**src/rtl/fetch_sequencer.sv**
```systemverilog
// Multi-byte instruction fetch stage for the SAP-2 CPU: owns the PC, drives the memory bus,
// latches opcode/operands and hands off to execute. Optional macro: FETCH_LEN_TRAP_EN (length-0 trap).
module fetch_sequencer #(
    parameter int                    ADDR_WIDTH   = 16,
    parameter int                    DATA_WIDTH   = 8,
    parameter logic [ADDR_WIDTH-1:0] RESET_VECTOR = 16'hF000
) (
    input  logic                  clk,
    input  logic                  reset,
    input  logic [DATA_WIDTH-1:0] mem_data_in,
    input  logic [1:0]            instr_len,
    input  logic                  exec_done,
    input  logic                  jump_load,
    input  logic [ADDR_WIDTH-1:0] jump_addr,
    input  logic                  halt,
    output logic [ADDR_WIDTH-1:0] mem_address,
    output logic                  mem_read,
    output logic [ADDR_WIDTH-1:0] pc_out,
    output logic [DATA_WIDTH-1:0] opcode_out,
    output logic [DATA_WIDTH-1:0] operand_1,
    output logic [DATA_WIDTH-1:0] operand_2,
    output logic                  load_origin,
    output logic                  fetch_done,
    output logic                  halted,
    output logic                  fault
);

    typedef enum logic [2:0] {
        S_INIT,
        S_LATCH_ADDRESS,
        S_READ_BYTE,
        S_LATCH_BYTE,
        S_CHK_MORE_BYTES,
        S_EXEC_WAIT,
        S_HALTED
    } state_t;

    state_t     state;
    state_t     state_next;
    logic [1:0] byte_idx;
    logic [1:0] len_eff;
    logic       more_bytes;
    logic       len_trap;

    // A decoded length of 0 is never a real instruction; without the trap it fetches as 1 byte.
    assign len_eff    = (instr_len == 2'd0) ? 2'd1 : instr_len;
    assign more_bytes = (byte_idx < len_eff);

`ifdef FETCH_LEN_TRAP_EN
    assign len_trap = (state == S_CHK_MORE_BYTES) && (instr_len == 2'd0);

    always_ff @(posedge clk or posedge reset) begin
        if (reset) begin
            fault <= 1'b0;
        end else if (len_trap) begin
            fault <= 1'b1;
        end
    end
`else
    assign len_trap = 1'b0;
    assign fault    = 1'b0;
`endif

    // NOTE: sequential state uses non-blocking assignments so every register samples pre-edge values.
    always_ff @(posedge clk or posedge reset) begin
        if (reset) begin
            state <= S_INIT;
        end else begin
            state <= state_next;
        end
    end

    // NOTE: every output of this block gets a default first, otherwise partial paths infer latches.
    always_comb begin
        state_next  = state;
        load_origin = 1'b0;
        mem_read    = 1'b0;
        fetch_done  = 1'b0;
        case (state)
            S_INIT: begin
                load_origin = 1'b1;
                state_next  = S_LATCH_ADDRESS;
            end
            S_LATCH_ADDRESS: state_next = S_READ_BYTE;
            S_READ_BYTE: begin
                mem_read   = 1'b1;
                state_next = S_LATCH_BYTE;
            end
            S_LATCH_BYTE: state_next = S_CHK_MORE_BYTES;
            S_CHK_MORE_BYTES: begin
                if (len_trap) begin
                    state_next = S_HALTED;
                end else if (more_bytes) begin
                    state_next = S_LATCH_ADDRESS;
                end else begin
                    fetch_done = 1'b1;
                    state_next = S_EXEC_WAIT;
                end
            end
            S_EXEC_WAIT: begin
                if (exec_done) begin
                    state_next = halt ? S_HALTED : S_LATCH_ADDRESS;
                end
            end
            S_HALTED: state_next = S_HALTED;
            default:  state_next = S_INIT;
        endcase
    end

    always_ff @(posedge clk or posedge reset) begin
        if (reset) begin
            pc_out      <= '0;
            mem_address <= '0;
            opcode_out  <= '0;
            operand_1   <= '0;
            operand_2   <= '0;
            byte_idx    <= 2'd0;
            halted      <= 1'b0;
        end else begin
            case (state)
                S_INIT:          pc_out      <= RESET_VECTOR;
                S_LATCH_ADDRESS: mem_address <= pc_out;
                S_LATCH_BYTE: begin
                    case (byte_idx)
                        2'd0:    opcode_out <= mem_data_in;
                        2'd1:    operand_1  <= mem_data_in;
                        default: operand_2  <= mem_data_in;
                    endcase
                    pc_out   <= pc_out + 1'b1;
                    byte_idx <= byte_idx + 2'd1;
                end
                S_CHK_MORE_BYTES: begin
                    if (len_trap) begin
                        halted   <= 1'b1;
                        byte_idx <= 2'd0;
                    end else if (!more_bytes) begin
                        byte_idx <= 2'd0;
                    end
                end
                S_EXEC_WAIT: begin
                    // halt outranks a simultaneous jump; the PC stays on the halted instruction's successor
                    if (exec_done) begin
                        if (halt) begin
                            halted <= 1'b1;
                        end else if (jump_load) begin
                            pc_out <= jump_addr;
                        end
                    end
                end
                default: ;
            endcase
        end
    end

endmodule

```
**config.mk**
```make
export PLATFORM = sky130hd
export DESIGN_NAME = fetch_sequencer
export DESIGN_NICKNAME = d
export VERILOG_FILES = /design/src/rtl/fetch_sequencer.sv
export SDC_FILE = /design/constraint.sdc
export NUM_CORES = 1
export LEC_CHECK = 0
export ABC_AREA = 1
export ABC_CLOCK_PERIOD_IN_PS = 1700
export CAP_MARGIN = 20
export CORE_MARGIN = 2
export CORE_UTILIZATION = 42
export CTS_CLUSTER_SIZE = 25
export DETAILED_ROUTE_END_ITERATION = 10
export PLACE_DENSITY = 0.84
export SLEW_MARGIN = 15
export SYNTH_ARGS = -nofsm -noshare
export SYNTH_HDL_FRONTEND = slang
export SYNTH_SLANG_ARGS = --single-unit
```
**constraint.sdc**
```tcl
create_clock -name clk -period 1.7 [get_ports clk]
set_input_delay 0.17 -clock clk [delete_from_list [all_inputs] [get_ports clk]]
set_output_delay 0.17 -clock clk [all_outputs]
set_load 0.01 [all_outputs]
```
==> qor.json, run 1 <==
{
  "grt_max_degree": {"value": 63},
  "num-fill-cells": {"value": 596},
  "pwr_density_cell": {"value": 2040, "unit": "nW/um^2"},
  "gp_routability_congestion": {"value": 0.837},
  "tritoncts": {"value": "done"},
  "worstSetupStartpointType": {"value": "register"},
  "post_drt_via_cell_ratio": {"value": 4.90},
  "dp_worst_setup_slack": {"value": -0.163, "unit": "ns"},
  "die-width": {"value": 88.7, "unit": "microns"},
  "crit_type": {"value": "register to primary output"},
  "fp.dieH": {"value": 88.7, "unit": "microns"},
  "setup_viol_count_final": {"value": 0},
  "worst_vdd_rail_ir_drop": {"value": 1.03, "unit": "mV"},
  "synth_nets": {"value": 393},
  "rr_startpoint": {"value": "state[2]$_DFFE_PP0N_"},
  "detail_route.iter0.violations": {"value": 182},
  "hold_slack": {"value": 0.259, "unit": "ns"},
  "fin_ws": {"value": 0.0981, "unit": "ns"},
  "floorplan.core_area": {"value": 6870, "unit": "sq um"},
  "postLayoutCellArea": {"value": 4300, "unit": "sq um"},
  "place.port_buffers": {"value": 90},
  "report.final.hold_viol_count": {"value": 0},
  "finalPower": {"value": 0.00876, "unit": "W"},
  "detail_route.wirelength": {"value": 7690, "unit": "microns"},
  "worst_skew_pair_latency": {"value": 0.33, "unit": "ns"},
  "holdBufCountCts": {"value": 0},
  "place_hpwl": {"value": 5430, "unit": "microns"},
  "cts_inserted_buffers": {"value": 9},
  "htree_levels": {"value": 3},
  "post_synth_inst_count": {"value": 358},
  "ant_nets": {"value": 0},
  "fin_crit": {"value": 1.60, "unit": "ns"},
  "grt_overflow_total": {"value": 0},
  "final_common_cell": {"value": "sky130_fd_sc_hd__clkdlybuf4s50_1"},
  "power_leakage": {"value": 1.98, "unit": "nW"},
  "final.setup_skew": {"value": 0.00625, "unit": "ns"},
  "ant_diodes": {"value": 0},
  "layout-area-overhead-vs-synth": {"value": 42.7, "unit": "%"},
  "cap_violations": {"value": 0},
  "design.die.area": {"value": 7860, "unit": "sq um"},
  "grt_setup_unrepaired": {"value": "yes"},
  "cp_max_fo": {"value": 2},
  "detail_route.first_pass.iterations": {"value": 4},
  "layout_worst_path_cycle_share": {"value": 0.942},
  "outcome": {"value": "finished clean"},
  "hold_path.class": {"value": "primary input to asynchronous set/reset pin"},
  "capturing_element_type_of_the_critical_path": {"value": "primary output"},
  "antenna_found_initial": {"value": 0},
  "num_vias": {"value": 2747},
  "layout-drive-gt1-share": {"value": 0.125},
  "sequential_fraction_of_the_synthesis_area": {"value": 0.515},
  "cts-root-buf": {"value": "sky130_fd_sc_hd__clkbuf_8"},
  "ys_seq_elements": {"value": 62},
  "layout_common_cells": {"value": "sky130_fd_sc_hd__clkdlybuf4s50_1 (87), sky130_fd_sc_hd__nand2_1 (79), sky130_fd_sc_hd__dfrtp_1 (59), sky130_fd_sc_hd__inv_1 (38)"},
  "placedInstanceArea": {"value": 4030, "unit": "sq um"},
  "post-place-cells": {"value": 540},
  "cts.clk_slew.worst_paths": {"value": 0.07, "unit": "ns"},
  "synthesis.area": {"value": 3010, "unit": "sq um"},
  "clock_path_buffers": {"value": 2},
  "post_route_drc_violation_count": {"value": 0},
  "yosysWarningCount": {"value": 0},
  "synth_area_per_cell": {"value": 8.41, "unit": "sq um"},
  "clock-sinks": {"value": 62},
  "yosysUniqueCellTypes": {"value": 32},
  "vias_in_the_first_global_route": {"value": 2684},
  "post_layout_nonfiller_instances": {"value": 561},
  "global_route_wire_length_before_repair": {"value": 12600, "unit": "microns"},
  "initial_utilization": {"value": 0.438},
  "finalNetCount": {"value": 495},
  "grt_use_total": {"value": 0.210},
  "cp_data_required_time": {"value": 1.53, "unit": "ns"},
  "timing.critical_path.arrival": {"value": 1.43, "unit": "ns"},
  "fmax": {"value": 624, "unit": "MHz"},
  "wl_per_cell": {"value": 13.7, "unit": "microns"},
  "placementRows": {"value": 30},
  "cp-startpoint": {"value": "byte_idx[1]$_DFFE_PP0P_"},
  "top_level_ports": {"value": 92},
  "final_max_tran_viols": {"value": 0}
}
cells in the mapped netlist (all sizes together):
cell,n,area (sq um)
a21o,1,7.51
a21oi,27,150
a31o,1,8.76
a31oi,2,25.0
buf,8,60.1
clkbuf,2,7.51
conb,1,3.75
dfrtp,62,1550
ha,4,50.1
inv,44,173
mux2,2,22.5
nand2,84,347
nand3,21,135
nand4,2,12.5
nor2,33,134
nor3,3,15.0
o21a,1,7.51
o21ai,59,295
o22ai,1,6.26
per-layer routing:
layer	wire, microns	vias up	track usage
met5	0	-	0
met4	73	0	0.0854
met3	574	6	0.0513
met2	3770	101	0.345
met1	3270	1268	0.265
li1	-	1372	-
stage by stage:
stage,TNS (ns),util
5_1_grt,-0.00772,0.626
4_1_cts,0,0.625
3_3_place_gp,-0.139,0.586
3_5_place_dp,-0.163,0.586
6_report,0,0.626
2_1_floorplan,0,-
power breakdown:
part	total [W]	leakage (nW)	switching (W)	internal, W
clock	0.00150	0.120	0.000559	0.000944
combinational	0.00441	1.11	0.00229	0.00212
sequential	0.00284	0.754	0.000620	0.00222
cell families after synthesis:
| family | after synthesis | synth area share |
|---|---|---|
| buffers and inverters | 54 | 0.0798 |
| other | 1 | 0.00125 |
| DFF | 62 | 0.515 |
| and+or+nand+nor | 143 | 0.214 |
| adders and majority gates | 4 | 0.0166 |
| AOI/OAI and AO/OA | 92 | 0.166 |
| muxes | 2 | 0.00748 |
sequential cells by signal, summed over array words and instances, names as in the netlist:
| register | flops |
|---|---|
| state | 3 |
| opcode_out | 8 |
| halted | 1 |
| operand_2 | 8 |
| pc_out | 16 |
| byte_idx | 2 |
| mem_address | 16 |
| operand_1 | 8 |
critical path, stage by stage (launching register included):
cell                      delay (ns)
sky130_fd_sc_hd__dfrtp_1        0.39
sky130_fd_sc_hd__ha_1           0.29
sky130_fd_sc_hd__a21o_1         0.17
sky130_fd_sc_hd__nand2_1        0.07
sky130_fd_sc_hd__inv_1          0.04
sky130_fd_sc_hd__buf_2          0.13
final cells by class:
| class | count | area, sq um | share of cell area |
|---|---|---|---|
| clock inverters | 3 | 65.1 | 0.0151 |
| flip-flops and latches | 62 | 1560 | 0.362 |
| inverters | 44 | 176 | 0.0410 |
| clock buffers | 13 | 169 | 0.0393 |
| well taps | 96 | 120 | 0.0279 |
| repair buffers | 101 | 988 | 0.230 |
| multi-input cells | 242 | 1220 | 0.285 |
final timing paths:
check                                                    to  slack [ns]  depth (start not counted)
worst max-delay path                             fetch_done         0.1                          5
worst min-delay path            mem_address[12]$_DFFE_PP0P_        0.26                          3
worst max register to register     operand_1[7]$_DFFE_PP0P_        0.12                          7
worst min register to register           halted$_DFFE_PP0P_        0.48                          1
max in group asynchronous              state[2]$_DFFE_PP0N_        1.14                          3
min in group clk                   operand_1[4]$_DFFE_PP0P_        0.42                          3
what timing repair did:
action / 4_1_cts / 5_1_grt
gates resized for setup: 9 / 1
setup buffers: 5 / 0
endpoints found under the setup margin: 3 / 3
Note: power is estimated with default switching activity, not from simulation.
==> run 2: changes to the inputs <==
--- a/config.mk
+++ b/config.mk
@@ -9,10 +9,12 @@
 export ABC_CLOCK_PERIOD_IN_PS = 1700
 export CAP_MARGIN = 20
 export CORE_MARGIN = 2
-export CORE_UTILIZATION = 42
+export CORE_UTILIZATION = 44
+export CTS_BUF_LIST = sky130_fd_sc_hd__clkbuf_8
 export CTS_CLUSTER_SIZE = 25
 export DETAILED_ROUTE_END_ITERATION = 10
-export PLACE_DENSITY = 0.84
+export MAX_ROUTING_LAYER = met4
+export PLACE_DENSITY = 0.87
 export SLEW_MARGIN = 15
 export SYNTH_ARGS = -nofsm -noshare
 export SYNTH_HDL_FRONTEND = slang
==> run 2 against run 1 <==
Die area decreased by 4.3%. Via count up 2.8%. Non-clock buffer count rose by 2. Critical endpoint unchanged.
==> qor.json, run 2 (synthesized netlist as in run 1, its figures left out) <==
{
  "place.port_buffers": {"value": 90, "change": "unchanged"},
  "detail_route.wirelength": {"value": 7950, "unit": "microns", "change": "+3.4%"},
  "pwr_density_cell": {"value": 2010, "unit": "nW/um^2", "change": "-1.1%"},
  "hold_slack": {"value": 0.210, "unit": "ns", "change": "-0.0491 ns"},
  "report.final.hold_viol_count": {"value": 0, "change": "unchanged"},
  "cap_violations": {"value": 0, "change": "unchanged"},
  "cp_max_fo": {"value": 2, "change": "unchanged"},
  "worstRegToRegCells": {"value": 6, "change": "-1"},
  "power_leakage": {"value": 1.97, "unit": "nW", "change": "-0.53%"},
  "detail_route.iter0.violations": {"value": 149, "change": "-18%"},
  "die-width": {"value": 86.7, "unit": "microns", "change": "-2.2%"},
  "ant_nets": {"value": 0, "change": "unchanged"},
  "post_route_drc_violation_count": {"value": 0, "change": "unchanged"},
  "layout-area-overhead-vs-synth": {"value": 42.4, "unit": "%"},
  "post-place-cells": {"value": 525, "change": "-2.8%"},
  "hold_path.class": {"value": "primary input to asynchronous set/reset pin"},
  "switching_power": {"value": 0.00357, "unit": "W", "change": "+2.7%"},
  "post_layout_nonfiller_instances": {"value": 547, "change": "-2.5%"},
  "layout_top_registers": {"value": "mem_address: 16 flops, pc_out: 16 flops"},
  "setup_viol_count_final": {"value": 0, "change": "unchanged"},
  "crit_type": {"value": "register to primary output"},
  "rr_startpoint": {"value": "pc_out[0]$_DFFE_PP0P_"},
  "place_hpwl": {"value": 5700, "unit": "microns", "change": "+5.1%"},
  "ant_diodes": {"value": 0, "change": "unchanged"},
  "outcome": {"value": "finished clean"},
  "final_common_cell": {"value": "sky130_fd_sc_hd__clkdlybuf4s50_1"},
  "layout-drive-gt1-share": {"value": 0.135, "change": "+0.0102"},
  "fp.dieH": {"value": 86.7, "unit": "microns", "change": "-2.2%"},
  "cp_data_required_time": {"value": 1.53, "unit": "ns", "change": "about the same"},
  "placementRows": {"value": 30, "change": "unchanged"},
  "worst_vdd_rail_ir_drop": {"value": 0.832, "unit": "mV", "change": "-19%"},
  "cts_inserted_buffers": {"value": 9, "change": "unchanged"},
  "clock_path_buffers": {"value": 2, "change": "unchanged"},
  "final_util": {"value": 0.638, "change": "+0.0127"},
  "final.setup_skew": {"value": 0.00936, "unit": "ns", "change": "+0.00311 ns"},
  "layout_worst_path_cycle_share": {"value": 0.984, "change": "+0.0421"},
  "timing.critical_path.arrival": {"value": 1.50, "unit": "ns", "change": "+0.07 ns"},
  "initial_utilization": {"value": 0.448, "change": "+0.00980"},
  "final_max_tran_viols": {"value": 0, "change": "unchanged"},
  "post_drt_via_cell_ratio": {"value": 5.16, "change": "+5.4%"},
  "num_vias": {"value": 2824, "change": "+2.8%"},
  "gp_routability_congestion": {"value": 0.909, "change": "+8.7%"},
  "r2r_end": {"value": "pc_out[14]$_DFFE_PP0P_"},
  "netSwitchingFraction": {"value": 0.413, "change": "+0.0164"},
  "vias_in_the_first_global_route": {"value": 2752, "change": "+2.5%"},
  "top_level_ports": {"value": 92, "change": "unchanged"},
  "worstSetupStartpointType": {"value": "register"},
  "slew-limit-headroom": {"value": 0.649},
  "power_report.internal_total": {"value": 0.00507, "unit": "W", "change": "-4.0%"},
  "global_route_wire_length_before_repair": {"value": 12900, "unit": "microns", "change": "+2.1%"},
  "wl_per_cell": {"value": 14.5, "unit": "microns", "change": "+6.0%"},
  "htree_levels": {"value": 3, "change": "unchanged"},
  "antenna_found_initial": {"value": 0, "change": "unchanged"},
  "grt_overflow_total": {"value": 0, "change": "unchanged"},
  "capturing_element_type_of_the_critical_path": {"value": "primary output"},
  "num-fill-cells": {"value": 574, "change": "-3.7%"},
  "worstMarginPinSlew": {"value": 0.525, "unit": "ns"},
  "floorplan.core_area": {"value": 6720, "unit": "sq um", "change": "-2.2%"},
  "grt_use_total": {"value": 0.228, "change": "+0.0178"},
  "worst_skew_pair_latency": {"value": 0.34, "unit": "ns", "change": "about the same"},
  "tritoncts": {"value": "done"},
  "fin_crit": {"value": 1.67, "unit": "ns", "change": "+0.0716 ns"},
  "comb_power_share": {"value": 0.517, "change": "+0.013"},
  "grt_max_degree": {"value": 29, "change": "-54%"},
  "portion_of_total_power_attributed_to_the_clock_network": {"value": 0.156, "change": "-0.016"},
  "cts.clk_slew.worst_paths": {"value": 0.07, "unit": "ns", "change": "about the same"},
  "fmax": {"value": 598, "unit": "MHz", "change": "-4.3%"},
  "cts-root-buf": {"value": "sky130_fd_sc_hd__clkbuf_8"},
  "finalNetCount": {"value": 497, "change": "+0.40%"},
  "design.die.area": {"value": 7520, "unit": "sq um", "change": "-4.3%"},
  "p_seq_frac": {"value": 0.327, "change": "+0.003"},
  "worst-r2r-setup-slack": {"value": 0.14, "unit": "ns", "change": "+0.02 ns"},
  "layout_common_cells": {"value": "sky130_fd_sc_hd__clkdlybuf4s50_1 (87), sky130_fd_sc_hd__nand2_1 (78), sky130_fd_sc_hd__dfrtp_1 (59), sky130_fd_sc_hd__inv_1 (37), sky130_fd_sc_hd__o21ai_1 (30)"},
  "detail_route.first_pass.iterations": {"value": 5, "change": "+1"},
  "clock-sinks": {"value": 62, "change": "unchanged"}
}
## run 2: power by group through the flow
stage / combinational, W / clock (W) / sequential (W)
floorplan: 0.00220 / 0 / 0.00305
global placement: 0.00418 / 0 / 0.00282
detailed placement: 0.00432 / 0 / 0.00284
CTS: 0.00441 / 0.00137 / 0.00281
global route: 0.00495 / 0.00143 / 0.00290
finish: 0.00447 / 0.00135 / 0.00282
## run 2: layout make-up
class	instances	area (sq um)	area share
inverter	44	176	0.0411
sequential	62	1560	0.363
clock inverter	6	70.1	0.0163
clock buffer	10	138	0.0321
tap	80	100	0.0233
multi-input combinational	242	1230	0.286
timing repair buffer	103	1020	0.238
## run 2: through the flow
| step | total power, W | cell area, sq um | TNS [ns] | setup WS [ns] |
|---|---|---|---|---|
| after floorplan | 0.00525 | 3020 | 0 | 0.330 |
| after CTS | 0.00859 | 4260 | 0 | 0.0140 |
| after detailed placement | 0.00717 | 4030 | -0.191 | -0.191 |
| after global placement | 0.00700 | 4030 | -0.139 | -0.139 |
| final | 0.00864 | 4290 | 0 | 0.0265 |
| after global routing | 0.00928 | 4290 | -0.0318 | -0.0318 |
## run 2: repair_timing
| action | 4_1_cts | 5_1_grt |
|---|---|---|
| pin swaps | 1 | 1 |
| buffers inserted | 3 | 3 |
| endpoints found under the setup margin | 3 | 4 |
| hold buffers | 0 | 0 |
| resized for setup | 7 | 4 |
## run 2: worst max-delay path, stage by stage (launching register included)
cell	delay [ns]
sky130_fd_sc_hd__dfrtp_1	0.41
sky130_fd_sc_hd__ha_1	0.29
sky130_fd_sc_hd__a21o_1	0.17
sky130_fd_sc_hd__nand2_2	0.06
sky130_fd_sc_hd__inv_1	0.04
sky130_fd_sc_hd__clkdlybuf4s15_2	0.21
## run 2: worst max path at each step
| stage | slack (ns) | start | depth (start not counted) | endpoint |
|---|---|---|---|---|
| 5_1_grt | -0.03 | byte_idx[1]$_DFFE_PP0P_ | 5 | fetch_done |
| 4_1_cts | 0.01 | byte_idx[1]$_DFFE_PP0P_ | 5 | fetch_done |
| 2_1_floorplan | 0.33 | pc_out[1]$_DFFE_PP0P_ | 7 | pc_out[12]$_DFFE_PP0P_ |
| 6_report | 0.03 | byte_idx[1]$_DFFE_PP0P_ | 5 | fetch_done |
| 3_3_place_gp | -0.14 | instr_len[1] | 7 | fetch_done |
| 3_5_place_dp | -0.19 | instr_len[1] | 7 | fetch_done |
## run 2: metal layers
metal  wire length [microns]  global-route usage
met1                    3430               0.272
met5                       0                   -
met3                     414              0.0381
met2                    3970               0.385
met4                     141              0.0881
==> run 3: changes to the inputs <==
--- a/config.mk
+++ b/config.mk
@@ -11,7 +11,6 @@
 export CORE_MARGIN = 2
 export CORE_UTILIZATION = 44
 export CTS_BUF_LIST = sky130_fd_sc_hd__clkbuf_8
-export CTS_CLUSTER_SIZE = 25
 export DETAILED_ROUTE_END_ITERATION = 10
 export MAX_ROUTING_LAYER = met4
 export PLACE_DENSITY = 0.87
==> results of run 3 <==
The final DEF is identical to that of run 2; final timing and power are the same.
